==> config.mk <==
export PLATFORM = sky130hd
export DESIGN_NAME = regfile_mp_scoreboard
export DESIGN_NICKNAME = d
export VERILOG_FILES = /design/src/rtl/regfile_mp_scoreboard.sv
export SDC_FILE = /design/constraint.sdc
export NUM_CORES = 2
export LEC_CHECK = 0
export ABC_CLOCK_PERIOD_IN_PS = 4500
export BUFFER_PORTS_ARGS = -buffer_cell sky130_fd_sc_hd__buf_2
export CORE_MARGIN = 1
export CORE_UTILIZATION = 57
export DETAILED_ROUTE_END_ITERATION = 7
export PLACE_DENSITY_LB_ADDON = 0.08
export SLEW_MARGIN = 30
export SYNTH_ARGS = -nofsm -noshare
export SYNTH_HDL_FRONTEND = slang
export SYNTH_SLANG_ARGS = --single-unit
==> constraint.sdc <==
create_clock -name clk -period 4.5 [get_ports clk]
set_input_delay 0.9 -clock clk [delete_from_list [all_inputs] [get_ports clk]]
set_output_delay 0.9 -clock clk [all_outputs]
set_load 0.02 [all_outputs]
==> src/rtl/regfile_mp_scoreboard.sv <==
`default_nettype none
// ============================================================================
//  Module      : regfile_mp_scoreboard
//  Description : Multi-read-port integer register file with an optional
//                hardwired-zero register, optional same-cycle write-to-read
//                bypass and a per-register busy scoreboard for decode stalls.
//  Revision    : 1.0 - initial release
// ============================================================================
module regfile_mp_scoreboard #(
    parameter int DataWidth    = 32,
    parameter int RegAddress   = 5,
    parameter int NumReadPorts = 2,
    parameter int ZeroReg      = 1,
    parameter int BypassEn     = 1
) (
    input  logic                               clk,
    input  logic                               rst,
    input  logic                               write_enable,
    input  logic [RegAddress-1:0]              write_addr,
    input  logic [DataWidth-1:0]               write_data,
    input  logic                               issue_enable,
    input  logic [RegAddress-1:0]              issue_addr,
    input  logic [NumReadPorts*RegAddress-1:0] read_addr,
    output logic [NumReadPorts*DataWidth-1:0]  read_data,
    output logic [NumReadPorts-1:0]            read_ready,
    output logic [(2**RegAddress)-1:0]         busy_vec
);

    localparam int c_NUM_REGS = 2**RegAddress;

    logic [DataWidth-1:0]  r_regs [c_NUM_REGS];
    logic [c_NUM_REGS-1:0] r_busy;

    logic                  w_write_ok;
    logic                  w_issue_ok;
    logic [c_NUM_REGS-1:0] w_set_vec;
    logic [c_NUM_REGS-1:0] w_clr_vec;

    // Writes and issues to the hardwired-zero register are dropped here, so
    // neither storage nor scoreboard can ever observe them. Reset masks both
    // strobes so forwarding is also suppressed in the reset cycle.
    assign w_write_ok = rst && write_enable
                        && !((ZeroReg != 0) && (write_addr == '0));
    assign w_issue_ok = rst && issue_enable
                        && !((ZeroReg != 0) && (issue_addr == '0));

    assign w_set_vec = w_issue_ok
                       ? ({{(c_NUM_REGS-1){1'b0}}, 1'b1} << issue_addr) : '0;
    assign w_clr_vec = w_write_ok
                       ? ({{(c_NUM_REGS-1){1'b0}}, 1'b1} << write_addr) : '0;

    // Register storage and scoreboard; a new issue overrides a completing
    // writeback to the same register because the newer producer is pending.
    always_ff @(posedge clk) begin
        if (!rst) begin
            for (int i = 0; i < c_NUM_REGS; i++) begin
                r_regs[i] <= '0;
            end
            r_busy <= '0;
        end else begin
            if (w_write_ok) begin
                r_regs[write_addr] <= write_data;
            end
            r_busy <= (r_busy & ~w_clr_vec) | w_set_vec;
        end
    end

    assign busy_vec = r_busy;

    for (genvar k = 0; k < NumReadPorts; k++) begin : g_read_port
        logic [RegAddress-1:0] w_addr;
        logic                  w_is_zero;
        logic                  w_wr_hit;
        logic                  w_set_hit;

        assign w_addr    = read_addr[k*RegAddress +: RegAddress];
        assign w_is_zero = (ZeroReg != 0) && (w_addr == '0);
        assign w_wr_hit  = (BypassEn != 0) && w_write_ok && (write_addr == w_addr);
        assign w_set_hit = w_issue_ok && (issue_addr == w_addr);

        assign read_data[k*DataWidth +: DataWidth] =
            w_is_zero ? '0 : (w_wr_hit ? write_data : r_regs[w_addr]);

        // A forwarded writeback makes the value current unless a newer
        // producer for the same register issues in the same cycle.
        assign read_ready[k] = w_is_zero || !r_busy[w_addr] || (w_wr_hit && !w_set_hit);
    end

endmodule
`default_nettype wire

# --- After elaboration in Yosys (flattened, before gate mapping) ---
# Memories as Yosys holds them, arrays and structs flattened.
# Cells that the tools add are included.
totals:
  in_bits: 56
  mem_count: 1
  romBits: 0
  mem_bits_rw: 1024
  reg_bits: 32
  wordCells: 55
  latchBits: 0
classes:
  n_mux: 17
  addsub: 0
  eq_ne: 4
  order_cmp: 2
  shifts: 2
  bitwise_logic: 3
  div: 0
  reduce_logical: 25
  mul: 0
mem_list:
  columns: ["name", "depth", "width", "read_ports", "rd_ports_with_merged_regs", "wr", "line", "rtl"]
  rows:
  - ["r_regs", 32, 32, 2, 0, 32, "31", "logic [DataWidth-1:0] r_regs [c_NUM_REGS];"]
op_table:
  columns: ["op", "n"]
  rows:
  - ["$mux W32", 7]
  - ["$shl A1 B5 Y32 const A", 2]
  - ["$and A32 B32 Y32", 1]
  - ["$not A32 Y32", 1]
  - ["$or A32 B32 Y32", 1]
  - ["$reduce_or A32 Y1", 1]
  - ["$eq A5 B5 Y1", 4]
  - ["$logic_not A5 Y1", 4]
  - ["$lt A5 B6 Y1 const B", 2]
  - ["$bmux W1 S5", 2]
  - ["$logic_and A1 B1 Y1", 10]
  - ["$mux W1", 7]
  - ["$logic_not A1 Y1", 6]
  - ["$mux W5", 1]
  - ["$logic_or A1 B1 Y1", 4]

# --- Logic depth before layout (Yosys ltp) ---
depth:
  depth_word: 8
  mapped_depth: 10

# --- Worst setup path before layout ---
# Ideal clock, no wire load.
synth_timing:
  path_type: "input port to flip-flop"
  start: "input write_addr[2]"
  end: "memory r_regs[5][0], enable pin"
  path_stages: 4
  arrival_time_ps: 4047
  setup_time_ps: 468
  required_time_ps: 4032
  slack_ps: -15
  cell_sequence: "clkbuf_1 -> nand3_1 -> or2_2 -> o21ai_0"
synth_rtl:
  columns: ["element", "line", "rtl"]
  rows:
  - ["start, declared", "19", "input logic [RegAddress-1:0] write_addr,"]
  - ["end, declared", "31", null]

# --- Worst setup path after layout ---
layout_timing:
  start: "input read_addr[0]"
  end: "output read_data[27]"
layout_between:
  elab_chain_len: 4
  elab_cells_between_ends: 6
  classes_between: "eq/ne: 1; mux: 2; reduce/logical: 2; memory: 1"
layout_rtl:
  columns: ["element", "line", "rtl"]
  rows:
  - ["start, declared", "23", "input logic [NumReadPorts*RegAddress-1:0] read_addr,"]
  - ["branches (longest 3 deep; another with $mem_v2 Z32 W32)", null, null]
  - ["$mux W32 *", "82", "w_is_zero ? '0 : (w_wr_hit ? write_data : r_regs[w_addr]);"]
  - ["end, declared", "24", "output logic [NumReadPorts*DataWidth-1:0] read_data,"]
# Every way passes the cells marked *.

==> flow_summary_export.csv <==
group,metric,value,unit
run_status,status,"finished, final reports clean",
route,wl_per_cell,39.9,um
logic_synthesis,synth.area.top_cells,"edfxtp_1, mux4_2, and3_1, mux2i_1, and2_1",
setup_path,crit_slowest_cell,"mux4_2",
logic_synthesis,yosys.area.top_type,"edfxtp_1",
setup_path,max_stage_delay,0.57,ns
hold_path,hp-class,"reg2reg",
floorplanning,io_pins,154,
timing,rsz0062_at_grt,"false",
route,wl,222000,um
floorplanning,core_region_area,100000,um2
timing,skew,0,ns
timing,max_freq,229,MHz
timing,worst_pin_slew,1.07,ns
power_and_ir_drop,power.density,374,nW/um2
route,dr.pass1.iters,6,
clocking,post-cts-setup-buffers,0,
setup_path,critPathLaunchType,"input pin",
setup_path,critical_path_buf_inv_count,3,
timing,final_hold_viol_count,0,
power_and_ir_drop,peakVddDrop,291,uV
floorplanning,die-area,102000,um2
global_route,grt_max_degree,133,
timing,finalCritPeriodShare,0.971,
setup_path,path_delay_family,"buffers and inverters",
finish,fillers,7291,
timing,relSlewSlack,0.289,
finish,final_common_cell,"edfxtp_1",
route,drcViolationCount,0,
floorplanning,die_h,319,um
clocking,clk_pin_slew,0.06,ns
placement,dpl_cell_area,60600,um2
setup_path,cp.required,3.60,ns
power_and_ir_drop,p_leak,24.9,nW
route,vias_per_cell,7.70,
setup_path,crit_type,"in2out",
timing,slew_viol_final,0,
clocking,cts_sinks,1056,
floorplanning,start_util,0.574,
logic_synthesis,yosysWarnings,0,
global_route,grt_pass1_wl,309000,um
floorplanning,die_x,319,um
logic_synthesis,synth_seq_cells,1056,
logic_synthesis,synthArstFlopShare,0,
placement,gp_congestion,0.922,
clocking,cts_root_buf,"clkbuf_16",
clocking,clockBufferDepth,3,
finish,nets,4218,
route,vias,42800,
clocking,cts_tree,"yes",
finish,mostFrequentLayoutCells,"edfxtp_1, and3_1, mux4_2",
finish,area_growth,11.7,%
global_route,grt_overflow,0,
finish,drive_above_1_share,0.261,
clocking,cts_resized,0,
placement,post-dp-hpwl,125000,um
route,antenna_left,0,
logic_synthesis,ys_types,58,
logic_synthesis,avgSynthCellArea,13.8,um2
logic_synthesis,synth_edf_count,1024,
global_route,grt_use_total,0.432,
setup_path,critPathMaxFanout,54,
global_route,grt_pass1_vias,40900,
setup_path,endpoint_kind,"output pin",
setup_path,worstPathArrival,3.47,ns
logic_synthesis,yosysSeqAreaShare,0.547,
timing,setup_violations,0,
placement,port_buffers,153,
global_route,antenna_found_initial,17,
clocking,cts_made_buffers,111,
clocking,clk-insertion-delay-late,0.69,ns
job,drv_cap,0,
timing,post-route-min-period,4.37,ns
clocking,cts_hold_buf,0,
route,initialDrtViolationCount,8217,
timing,fin_tns_setup,0,ns
clocking,htree_levels,3,
finish,final_area,64100,um2
floorplanning,num_rows,116,
logic_synthesis,ys.flop_type,"edfxtp_1",
logic_synthesis,syn_area,57400,um2
logic_synthesis,synth_cells,4156,
logic_synthesis,netlist.area_leader.share,0.536,
setup_path,crit_chain,"buf_8, buf_12, mux4_2, a22oi_1, o21ai_0, nor3_1, nor2_1, buf_2",
## power breakdown
group | switching, mW | leakage [nW] | internal, mW
Sequential | 0.277 | 10.0 | 11.3
Clock | 3.92 | 1.68 | 5.07
Combinational | 2.11 | 13.2 | 1.26
Total | 6.31 | 24.9 | 17.6
## kinds of logic after synthesis
group                     after synthesis  share of synthesized area
and+or+nand+nor                      1322                      0.135
xor gates and xnor gates               20                    0.00305
muxes                                 757                      0.216
other                                   1                  0.0000653
AOI/OAI and AO/OA                     460                     0.0598
DFF                                  1056                      0.547
buffers and inverters                 540                     0.0398
## layer usage
| metal | global-route usage | part of all wire | vias up |
|---|---|---|---|
| li1 | - | - | 16500 |
| met4 | 0.229 | 0.059 | 8 |
| met3 | 0.124 | 0.15 | 819 |
| met1 | 0.585 | 0.35 | 21500 |
| met2 | 0.635 | 0.44 | 4007 |
| met5 | 0 | 0.00024 | - |
## cells in the mapped netlist, types with 8 or more instances
cell type  instances
edfxtp_1        1024
and3_1           709
clkbuf_1         409
mux4_2           370
and2_1           295
mux2i_1          252
nand2_1          136
mux2_2           135
nor2_1            80
o22ai_1           73
buf_2             66
o221ai_1          63
a21oi_1           62
a22oi_1           58
o21ai_0           54
a221o_1           47
a32o_1            40
buf_4             32
dfxtp_1           32
nor3_1            23
a2111oi_0         20
nor4_1            16
nand3_1           14
buf_1             13
inv_1             12
xnor2_1           12
a311oi_1          10
nand4_1           10
nor2b_1           10
a221oi_1           9
xor2_1             8
## metrics by stage
stage / worst slack (ns) / utilization / std cells / power [mW] / hold slack, ns
final: 0.129 / 0.641 / 5562 / 23.9 / 0.499
after global routing: 0.129 / 0.640 / 5549 / 24.4 / 0.517
after CTS: 0.239 / 0.640 / 5549 / 23.8 / 0.499
after detailed placement: 0.241 / 0.606 / 5347 / 15.0 / 0.494
after global placement: 0.237 / 0.606 / 5347 / 15.0 / 0.488
after floorplan: 0.165 / - / 4187 / 13.6 / 0.558
## final timing paths
| path | slack [ns] | cells after the start | startpoint | endpoint |
|---|---|---|---|---|
| setup reg to reg | 3.77 | 2 | busy_vec[29]$_SDFF_PN0_ | busy_vec[29]$_SDFF_PN0_ |
| setup / recovery | 0.13 | 8 | read_addr[0] | read_data[27] |
| hold / removal | 0.50 | 2 | busy_vec[7]$_SDFF_PN0_ | busy_vec[7]$_SDFF_PN0_ |
| hold reg to reg | 0.50 | 2 | busy_vec[7]$_SDFF_PN0_ | busy_vec[7]$_SDFF_PN0_ |
## flip-flops by register name, summed over array words and instances (netlist names)
register / count
busy_vec: 32
r_regs: 1024
## worst min-delay path, stage by stage (launching register included)
cell and delay (ns):
dfxtp_1 0.33, inv_1 0.05, o21ai_0 0.07
## area by class of cell
cell class                      count  area, um2  area share
Timing Repair Buffer              389       3340      0.0522
Inverter                           13       50.0    0.000781
Multi-Input combinational cell   2591      24200       0.378
Tap cell                         1298       1620      0.0253
Sequential cell                  1056      31400       0.490
Clock buffer                      139       2930      0.0456
Clock inverter                     63        500     0.00781
Antenna cell                       13       32.5    0.000508
Note: power is estimated with default switching activity, not from simulation.
